`src/rtl/vga_fb_arbiter_pkg.sv`:
```
// Shared 640x480 VGA timing constants, framebuffer geometry and writer word type.
// The timing generator uses the same constants.
package vga_fb_arbiter_pkg;

   localparam int unsigned HDisplay = 640;
   localparam int unsigned HTotal   = 800;
   localparam int unsigned VDisplay = 480;
   localparam int unsigned VTotal   = 525;
   localparam int unsigned Wpl      = HDisplay / 8;
   localparam int unsigned FbDepth  = Wpl * VDisplay;
   localparam int unsigned AddrW    = 16;

   typedef logic [AddrW-1:0] addr_t;

   typedef struct packed {
      addr_t      addr;
      logic [7:0] data;
   } wr_word_t;

   // line * 80 as shift-and-add
   function automatic addr_t line_base(input logic [9:0] line);
      return (addr_t'(line) << 6) + (addr_t'(line) << 4);
   endfunction

endpackage

```
`src/rtl/vga_fb_arbiter_if.sv`:
```
// Timing inputs, delayed video outputs, RAM port and writer ports of the framebuffer arbiter.
interface vga_fb_arbiter_if;
   import vga_fb_arbiter_pkg::*;

   logic [9:0] x;
   logic [9:0] y;
   logic       active_video;
   logic       hsync;
   logic       vsync;

   logic       hsync_out;
   logic       vsync_out;
   logic       active_out;
   logic       pixel_out;

   logic       ram_en;
   logic       ram_we;
   addr_t      ram_addr;
   logic [7:0] ram_wdata;
   logic [7:0] ram_rdata;

   logic [1:0] wr_req;
   addr_t      wr_addr0;
   addr_t      wr_addr1;
   logic [7:0] wr_data0;
   logic [7:0] wr_data1;
   logic [1:0] wr_gnt;

   modport master (
      input  x, y, active_video, hsync, vsync, ram_rdata,
      input  wr_req, wr_addr0, wr_addr1, wr_data0, wr_data1,
      output hsync_out, vsync_out, active_out, pixel_out,
      output ram_en, ram_we, ram_addr, ram_wdata, wr_gnt
   );

   modport slave (
      output x, y, active_video, hsync, vsync, ram_rdata,
      output wr_req, wr_addr0, wr_addr1, wr_data0, wr_data1,
      input  hsync_out, vsync_out, active_out, pixel_out,
      input  ram_en, ram_we, ram_addr, ram_wdata, wr_gnt
   );

endinterface

```
`src/rtl/vga_fb_arbiter_rr_arb2.sv`:
```
// Two-way round-robin arbiter; inhibit blocks all grants and leaves the pointer untouched.
module vga_fb_arbiter_rr_arb2 (
   input  logic       clk_i,
   input  logic       rst_i,
   input  logic       inhibit_i,
   input  logic [1:0] req_i,
   output logic [1:0] gnt_o
);

   logic ptr_q, ptr_d;

   always_comb begin
      gnt_o = 2'b00;
      ptr_d = ptr_q;
      if (!rst_i && !inhibit_i) begin
         case (req_i)
            2'b01:   gnt_o = 2'b01;
            2'b10:   gnt_o = 2'b10;
            2'b11:   gnt_o = ptr_q ? 2'b10 : 2'b01;
            default: gnt_o = 2'b00;
         endcase
      end
      // Favour the writer that was not just served
      if (gnt_o[0]) begin
         ptr_d = 1'b1;
      end else if (gnt_o[1]) begin
         ptr_d = 1'b0;
      end
   end

   always_ff @(posedge clk_i) begin
      if (rst_i) begin
         ptr_q <= 1'b0;
      end else begin
         ptr_q <= ptr_d;
      end
   end

endmodule

```
`src/rtl/vga_fb_arbiter.sv`:
```
// Shares a single-port 1bpp framebuffer RAM between display scan-out (one word per 8 pixels)
// and two round-robin writers; the fetched word is shifted out as a registered pixel stream.
module vga_fb_arbiter
   import vga_fb_arbiter_pkg::*;
(
   input logic              clk_25MHz,
   input logic              reset,
   vga_fb_arbiter_if.master bus
);

   logic [9:0] y_next;
   logic       fetch_grp;
   logic       fetch_line;
   logic       fetch;
   addr_t      fetch_addr;
   logic [1:0] gnt;
   wr_word_t   wr_sel;

   logic       fetch_q;
   logic [7:0] shreg_q, shreg_d;
   logic       pixel_q, pixel_d;
   logic       hsync_q, vsync_q, active_q;

   // Fetch two pixels ahead of the group boundary; x==798 prefetches group 0 of the next line
   always_comb begin
      y_next     = (bus.y == 10'(VTotal - 1)) ? 10'd0 : bus.y + 10'd1;
      fetch_grp  = (bus.x[2:0] == 3'd6) && (bus.x < 10'(HDisplay - 8)) &&
                   (bus.y < 10'(VDisplay));
      fetch_line = (bus.x == 10'(HTotal - 2)) && (y_next < 10'(VDisplay));
      fetch      = fetch_grp | fetch_line;
      fetch_addr = fetch_line ? line_base(y_next)
                              : line_base(bus.y) + addr_t'((bus.x + 10'd2) >> 3);
   end

   vga_fb_arbiter_rr_arb2 u_arb (
      .clk_i     (clk_25MHz),
      .rst_i     (reset),
      .inhibit_i (fetch),
      .req_i     (bus.wr_req),
      .gnt_o     (gnt)
   );

   assign bus.wr_gnt = gnt;

   always_comb begin
      wr_sel.addr   = gnt[1] ? bus.wr_addr1 : bus.wr_addr0;
      wr_sel.data   = gnt[1] ? bus.wr_data1 : bus.wr_data0;
      bus.ram_en    = 1'b0;
      bus.ram_we    = 1'b0;
      bus.ram_addr  = fetch_addr;
      bus.ram_wdata = 8'h00;
      if (!reset) begin
         if (fetch) begin
            bus.ram_en = 1'b1;
         end else if (|gnt) begin
            // Out-of-range writes are granted but never reach the RAM
            bus.ram_addr  = wr_sel.addr;
            bus.ram_wdata = wr_sel.data;
            bus.ram_en    = (wr_sel.addr < addr_t'(FbDepth));
            bus.ram_we    = (wr_sel.addr < addr_t'(FbDepth));
         end
      end
   end

   always_comb begin
      shreg_d = fetch_q ? bus.ram_rdata : shreg_q;
      pixel_d = bus.active_video ? shreg_q[3'd7 - bus.x[2:0]] : 1'b0;
   end

   always_ff @(posedge clk_25MHz) begin
      if (reset) begin
         fetch_q  <= 1'b0;
         shreg_q  <= 8'h00;
         pixel_q  <= 1'b0;
         hsync_q  <= 1'b1;
         vsync_q  <= 1'b1;
         active_q <= 1'b0;
      end else begin
         fetch_q  <= fetch;
         shreg_q  <= shreg_d;
         pixel_q  <= pixel_d;
         hsync_q  <= bus.hsync;
         vsync_q  <= bus.vsync;
         active_q <= bus.active_video;
      end
   end

   assign bus.pixel_out  = pixel_q;
   assign bus.hsync_out  = hsync_q;
   assign bus.vsync_out  = vsync_q;
   assign bus.active_out = active_q;

endmodule
```
`src/flat_wrapper.sv`:
```
// flat-port wrapper written by rule: the top's interface ports become plain ports
module vga_fb_arbiter_flat import vga_fb_arbiter_pkg::*;
  (clk_25MHz, reset, bus_x, bus_y, bus_active_video, bus_hsync, bus_vsync, bus_ram_rdata, bus_wr_req, bus_wr_addr0, bus_wr_addr1, bus_wr_data0, bus_wr_data1, bus_hsync_out, bus_vsync_out, bus_active_out, bus_pixel_out, bus_ram_en, bus_ram_we, bus_ram_addr, bus_ram_wdata, bus_wr_gnt);
  vga_fb_arbiter_if bus_i ();
  input logic clk_25MHz;
  input logic reset;
  input wire logic [$bits(bus_i.x)-1:0] bus_x;
  input wire logic [$bits(bus_i.y)-1:0] bus_y;
  input wire logic [$bits(bus_i.active_video)-1:0] bus_active_video;
  input wire logic [$bits(bus_i.hsync)-1:0] bus_hsync;
  input wire logic [$bits(bus_i.vsync)-1:0] bus_vsync;
  input wire logic [$bits(bus_i.ram_rdata)-1:0] bus_ram_rdata;
  input wire logic [$bits(bus_i.wr_req)-1:0] bus_wr_req;
  input wire logic [$bits(bus_i.wr_addr0)-1:0] bus_wr_addr0;
  input wire logic [$bits(bus_i.wr_addr1)-1:0] bus_wr_addr1;
  input wire logic [$bits(bus_i.wr_data0)-1:0] bus_wr_data0;
  input wire logic [$bits(bus_i.wr_data1)-1:0] bus_wr_data1;
  output wire logic [$bits(bus_i.hsync_out)-1:0] bus_hsync_out;
  output wire logic [$bits(bus_i.vsync_out)-1:0] bus_vsync_out;
  output wire logic [$bits(bus_i.active_out)-1:0] bus_active_out;
  output wire logic [$bits(bus_i.pixel_out)-1:0] bus_pixel_out;
  output wire logic [$bits(bus_i.ram_en)-1:0] bus_ram_en;
  output wire logic [$bits(bus_i.ram_we)-1:0] bus_ram_we;
  output wire logic [$bits(bus_i.ram_addr)-1:0] bus_ram_addr;
  output wire logic [$bits(bus_i.ram_wdata)-1:0] bus_ram_wdata;
  output wire logic [$bits(bus_i.wr_gnt)-1:0] bus_wr_gnt;
  assign bus_i.x = bus_x;
  assign bus_i.y = bus_y;
  assign bus_i.active_video = bus_active_video;
  assign bus_i.hsync = bus_hsync;
  assign bus_i.vsync = bus_vsync;
  assign bus_i.ram_rdata = bus_ram_rdata;
  assign bus_i.wr_req = bus_wr_req;
  assign bus_i.wr_addr0 = bus_wr_addr0;
  assign bus_i.wr_addr1 = bus_wr_addr1;
  assign bus_i.wr_data0 = bus_wr_data0;
  assign bus_i.wr_data1 = bus_wr_data1;
  assign bus_hsync_out = bus_i.hsync_out;
  assign bus_vsync_out = bus_i.vsync_out;
  assign bus_active_out = bus_i.active_out;
  assign bus_pixel_out = bus_i.pixel_out;
  assign bus_ram_en = bus_i.ram_en;
  assign bus_ram_we = bus_i.ram_we;
  assign bus_ram_addr = bus_i.ram_addr;
  assign bus_ram_wdata = bus_i.ram_wdata;
  assign bus_wr_gnt = bus_i.wr_gnt;
  vga_fb_arbiter u_core (.clk_25MHz(clk_25MHz), .reset(reset), .bus(bus_i));
endmodule
```
`config.mk`:
```
export PLATFORM = sky130hd
export DESIGN_NAME = vga_fb_arbiter_flat
export DESIGN_NICKNAME = d
export VERILOG_FILES = /design/src/rtl/vga_fb_arbiter_pkg.sv /design/src/rtl/vga_fb_arbiter_if.sv /design/src/rtl/vga_fb_arbiter_rr_arb2.sv /design/src/rtl/vga_fb_arbiter.sv /design/src/flat_wrapper.sv
export SDC_FILE = /design/constraint.sdc
export NUM_CORES = 1
export LEC_CHECK = 0
export BUFFER_PORTS_ARGS = -buffer_cell sky130_fd_sc_hd__clkbuf_2
export CORE_UTILIZATION = 49
export DETAILED_ROUTE_END_ITERATION = 10
export PLACE_DENSITY = 0.83
export SYNTH_ARGS = -nofsm -noshare
export SYNTH_HDL_FRONTEND = slang
export SYNTH_SLANG_ARGS = --single-unit
```
`constraint.sdc`:
```
create_clock -name clk_25MHz -period 8.31 [get_ports clk_25MHz]
set_clock_uncertainty 0.1 [all_clocks]
set_input_delay 2.493 -clock clk_25MHz [delete_from_list [all_inputs] [get_ports clk_25MHz]]
set_output_delay 2.493 -clock clk_25MHz [all_outputs]
set_load 0.03 [all_outputs]
```
==> results.md <==
* Outcome: complete, no violations
* Ys flop type: dfxtp_1
* Drt first pass iters at 4
* # IOs at around 120
* Cell Area, Synth at approximately 2500 um^2
* Detailed Route Iter0 Violations at around 160
* R2r setup slk at ~7.0 ns
* I/O Buffers at roughly 110
* Ys Warns at 0
* Design area at about 3300 um^2
* Crit start category: primary input
* LEAKAGE at roughly 1.6 nW
* Initial antenna violation count at 0
* Hold-fix buffers, CTS at 0
* DR DRC count at 0
* Tcrit/Tclk final at 0.985
* Critical Path RT at between 5 and 6 ns
* Final setup vio count at 0
* Core region area at a little under 5000 um^2
* Asr flop ratio synth at 0
* Worst r2r src: u_core.shreg_q[3]$_SDFFE_PP0P_
* Bufs on Longest Clock Path at 2
* Nature of the critical path endpoint: output pin
* Synth cell types at 52
* Syn Inst Count at about 340
* Setup TNS at 0 ns
* CP Launch Point: bus_x[1]
* Routed vias at approximately 2900
* Vias in the first global route at ~2500
* Max_cap viols at 0
* Net Count, Synth at 456
* Via density at approximately 5.6
* F_max at ~120 MHz
* Full die area at 5470 um^2
* DR WL/cell at around 15 um
* Final net count at between 500 and 600
* Sequential share of the synthesized area at 0.110
* Slew Viols, Final at 0
* Syn_area_per_cell at about 7.4 um^2
* CTS clock-pin slew for the worst setup and hold paths at about 0.05 ns
* Std-Cell Rows at 25
* Total routed wirelength at about 7600 um
* Largest net degree at the start of global routing at 31
* Final number of hold-violating endpoints at 0
* Hold Crit Start: u_core.shreg_q[0]$_SDFFE_PP0P_
* Kind of critical path: in -> out
* #FFs+latches synth at 14
* Placed Cells at slightly above 500
* Total power at roughly 0.37 mW
* TritonCTS Buffers at 3
* Crit-path max FO at 2
* Worst vdd ir at ~90 uV
* Worst-case reg-to-reg path depth at 3
* GR Overflow Total at 0
* DP Area at approximately 3200 um^2
* Final Non-Filler Cells at between 500 and 600
* Worst slew margin at 0.582
* Least-Margin Pin Slew at 0.628 ns
* Die H at around 74 um
* CTS H-tree depth at 1
* Clock Sinks at 14
* CTS tree: yes
* First-pass GRT wire length at between 10000 and 15000 um
* Clk_lat worst skew at between 0.2 and 0.3 ns
* Hold depth at 2
* Die X at 74.0 um
* DP Wirelength at ~6000 um
* Crit path time final at about 8.2 ns
* Layout cells sized above 1 at 0.322
* Initial Utilization at 0.524
* RSZ-0062 raised after global routing: true
* Detail Route Antenna Nets at 0
* Worst Hold Path EP: u_core.shreg_q[0]$_SDFFE_PP0P_
* P&R area growth vs syn at 29.0%
* Final Wtd Congestion at between 0.9 and 1
* Worst r2r dst: u_core.bus.pixel_out$_SDFF_PP0_
* Pwr Density at about 110 nW/um^2
* Clk root buf: clkbuf_8
* EDFF count, synth at 0
* Global-route usage over all layers at 0.262
* Crit path DAT at 5.59 ns
* Worst hold path type: reg -> reg
* N_diodes at 0
==> critical path, cell delays in order <==
cell and delay, ns:
clkbuf_2 0.10, nand2_1 0.08, nor2_2 0.14, nand4_1 0.16, nor2_2 0.18, xnor2_1 0.11
fa_1 0.49, inv_1 0.07, fa_2 0.42, a21oi_2 0.17, o22ai_1 0.13, o41ai_2 0.33
o21ai_0 0.16, xor2_1 0.16, a31o_1 0.22, clkbuf_2 0.18
==> power breakdown <==
part	internal, mW	total (mW)	switching [mW]	leakage [nW]
Combinational	0.0981	0.243	0.145	1.44
Sequential	0.0688	0.0700	0.00127	0.114
Clock	0.0322	0.0581	0.0259	0.0216
Total	0.199	0.371	0.172	1.58
==> cells by family (layout without fill, tap and decap cells) <==
logic type,after synthesis,in the layout,share of synthesized area
simple gates,119,119,0.237
compound gates,92,92,0.230
mux,22,22,0.0966
flops,14,14,0.110
buf+inv,31,140,0.0498
xor+xnor,31,31,0.107
fa+ha+maj,32,32,0.170
==> repair_timing <==
action,in CTS,in global routing
gates resized for setup,1,11
setup endpoints to repair,2,4
pin swaps,0,5
buffers inserted,0,1
==> Yosys cell counts (all sizes together), types with 2 or more instances <==
library cell,instances,area [um^2]
nand4b,3,26.3
a31o,2,17.5
o21a,4,30.0
nor3,6,35.0
xor2,10,87.6
nand2b,3,18.8
dfxtp,14,280
buf,6,32.5
xnor2,21,184
inv,14,52.6
fa,4,80.1
clkbuf,11,41.3
nand3,12,65.1
mux2i,20,200
nor2,26,97.6
a21oi,42,218
nand4,3,18.8
o22ai,5,31.3
o211ai,3,27.5
or2,4,25.0
ha,28,350
mux4,2,45.0
a21o,2,15.0
o311ai,2,17.5
nand2,33,124
nor2b,8,50.1
a211oi,11,82.6
o21ai,12,60.1
and2,13,81.3
o41ai,2,17.5
==> registers in the layout, indices dropped and copies added, names as in the netlist <==
name and count:
u_core.bus.active_out 1, u_core.bus.vsync_out 1, u_core.u_arb.ptr_q 1, u_core.bus.pixel_out 1, u_core.fetch_q 1, u_core.shreg_q 8
u_core.bus.hsync_out 1
==> cell type report <==
| class | count | area [um^2] |
|---|---|---|
| Tap cell | 67 | 83.8 |
| Multi-Input combinational cell | 296 | 2160 |
| Inverter | 14 | 52.6 |
| Timing Repair Buffer | 123 | 653 |
| Fill cell | 415 | 1570 |
| Sequential cell | 14 | 280 |
| Clock buffer | 3 | 41.3 |
==> cell usage in the layout (no fill, tap or decap), types with 2 or more instances in the layout <==
master    synthesis  routed
a211oi_1         11      11
a21o_1            2       2
a21oi_1          40      39
a21oi_2           2       3
a31o_1            2       2
and2_1           13      13
buf_4             1       9
clkbuf_2          0     112
clkbuf_8          0       3
dfxtp_1          14      14
fa_1              4       3
ha_1             28      28
inv_1            14      14
mux2i_1          20      20
mux4_2            2       2
nand2_1          33      33
nand2b_1          3       3
nand3_1          11      11
nand4_1           3       3
nand4b_1          3       3
nor2_1           26      23
nor2_2            0       3
nor2b_1           8       8
nor3_1            5       5
o211ai_1          2       2
o21a_1            4       4
o21ai_0           7       7
o21ai_1           5       4
o22ai_1           5       5
o311ai_0          2       2
o41ai_2           0       2
or2_2             3       3
xnor2_1          21      21
xor2_1           10      10
==> how the worst max path moves through the flow <==
stage,slack (ns),depth (start not counted),endpoint
final,0.13,16,bus_ram_addr[15]
after global routing,-0.009,16,bus_ram_addr[15]
after CTS,0.02,17,bus_ram_addr[13]
after detailed placement,-0.04,17,bus_ram_addr[13]
after global placement,0.04,17,bus_ram_addr[13]
after floorplan,0.12,14,bus_ram_addr[13]
==> per-layer routing <==
layer	share of wire	vias up	global-route usage
met3	0.066	14	0.0461
met1	0.44	1303	0.323
met2	0.48	124	0.476
met4	0.011	0	0.0513
met5	0	-	0
li1	-	1444	-
==> stage by stage <==
step	setup WS (ns)	hold WS, ns	utilization
after detailed placement	-0.0433	0.385	0.659
final	0.127	0.391	0.676
after floorplan	0.116	0.355	-
after global routing	-0.00900	0.427	0.676
after CTS	0.0194	0.398	0.669
after global placement	0.0439	0.373	0.659
(Power assumes the default switching activity.)
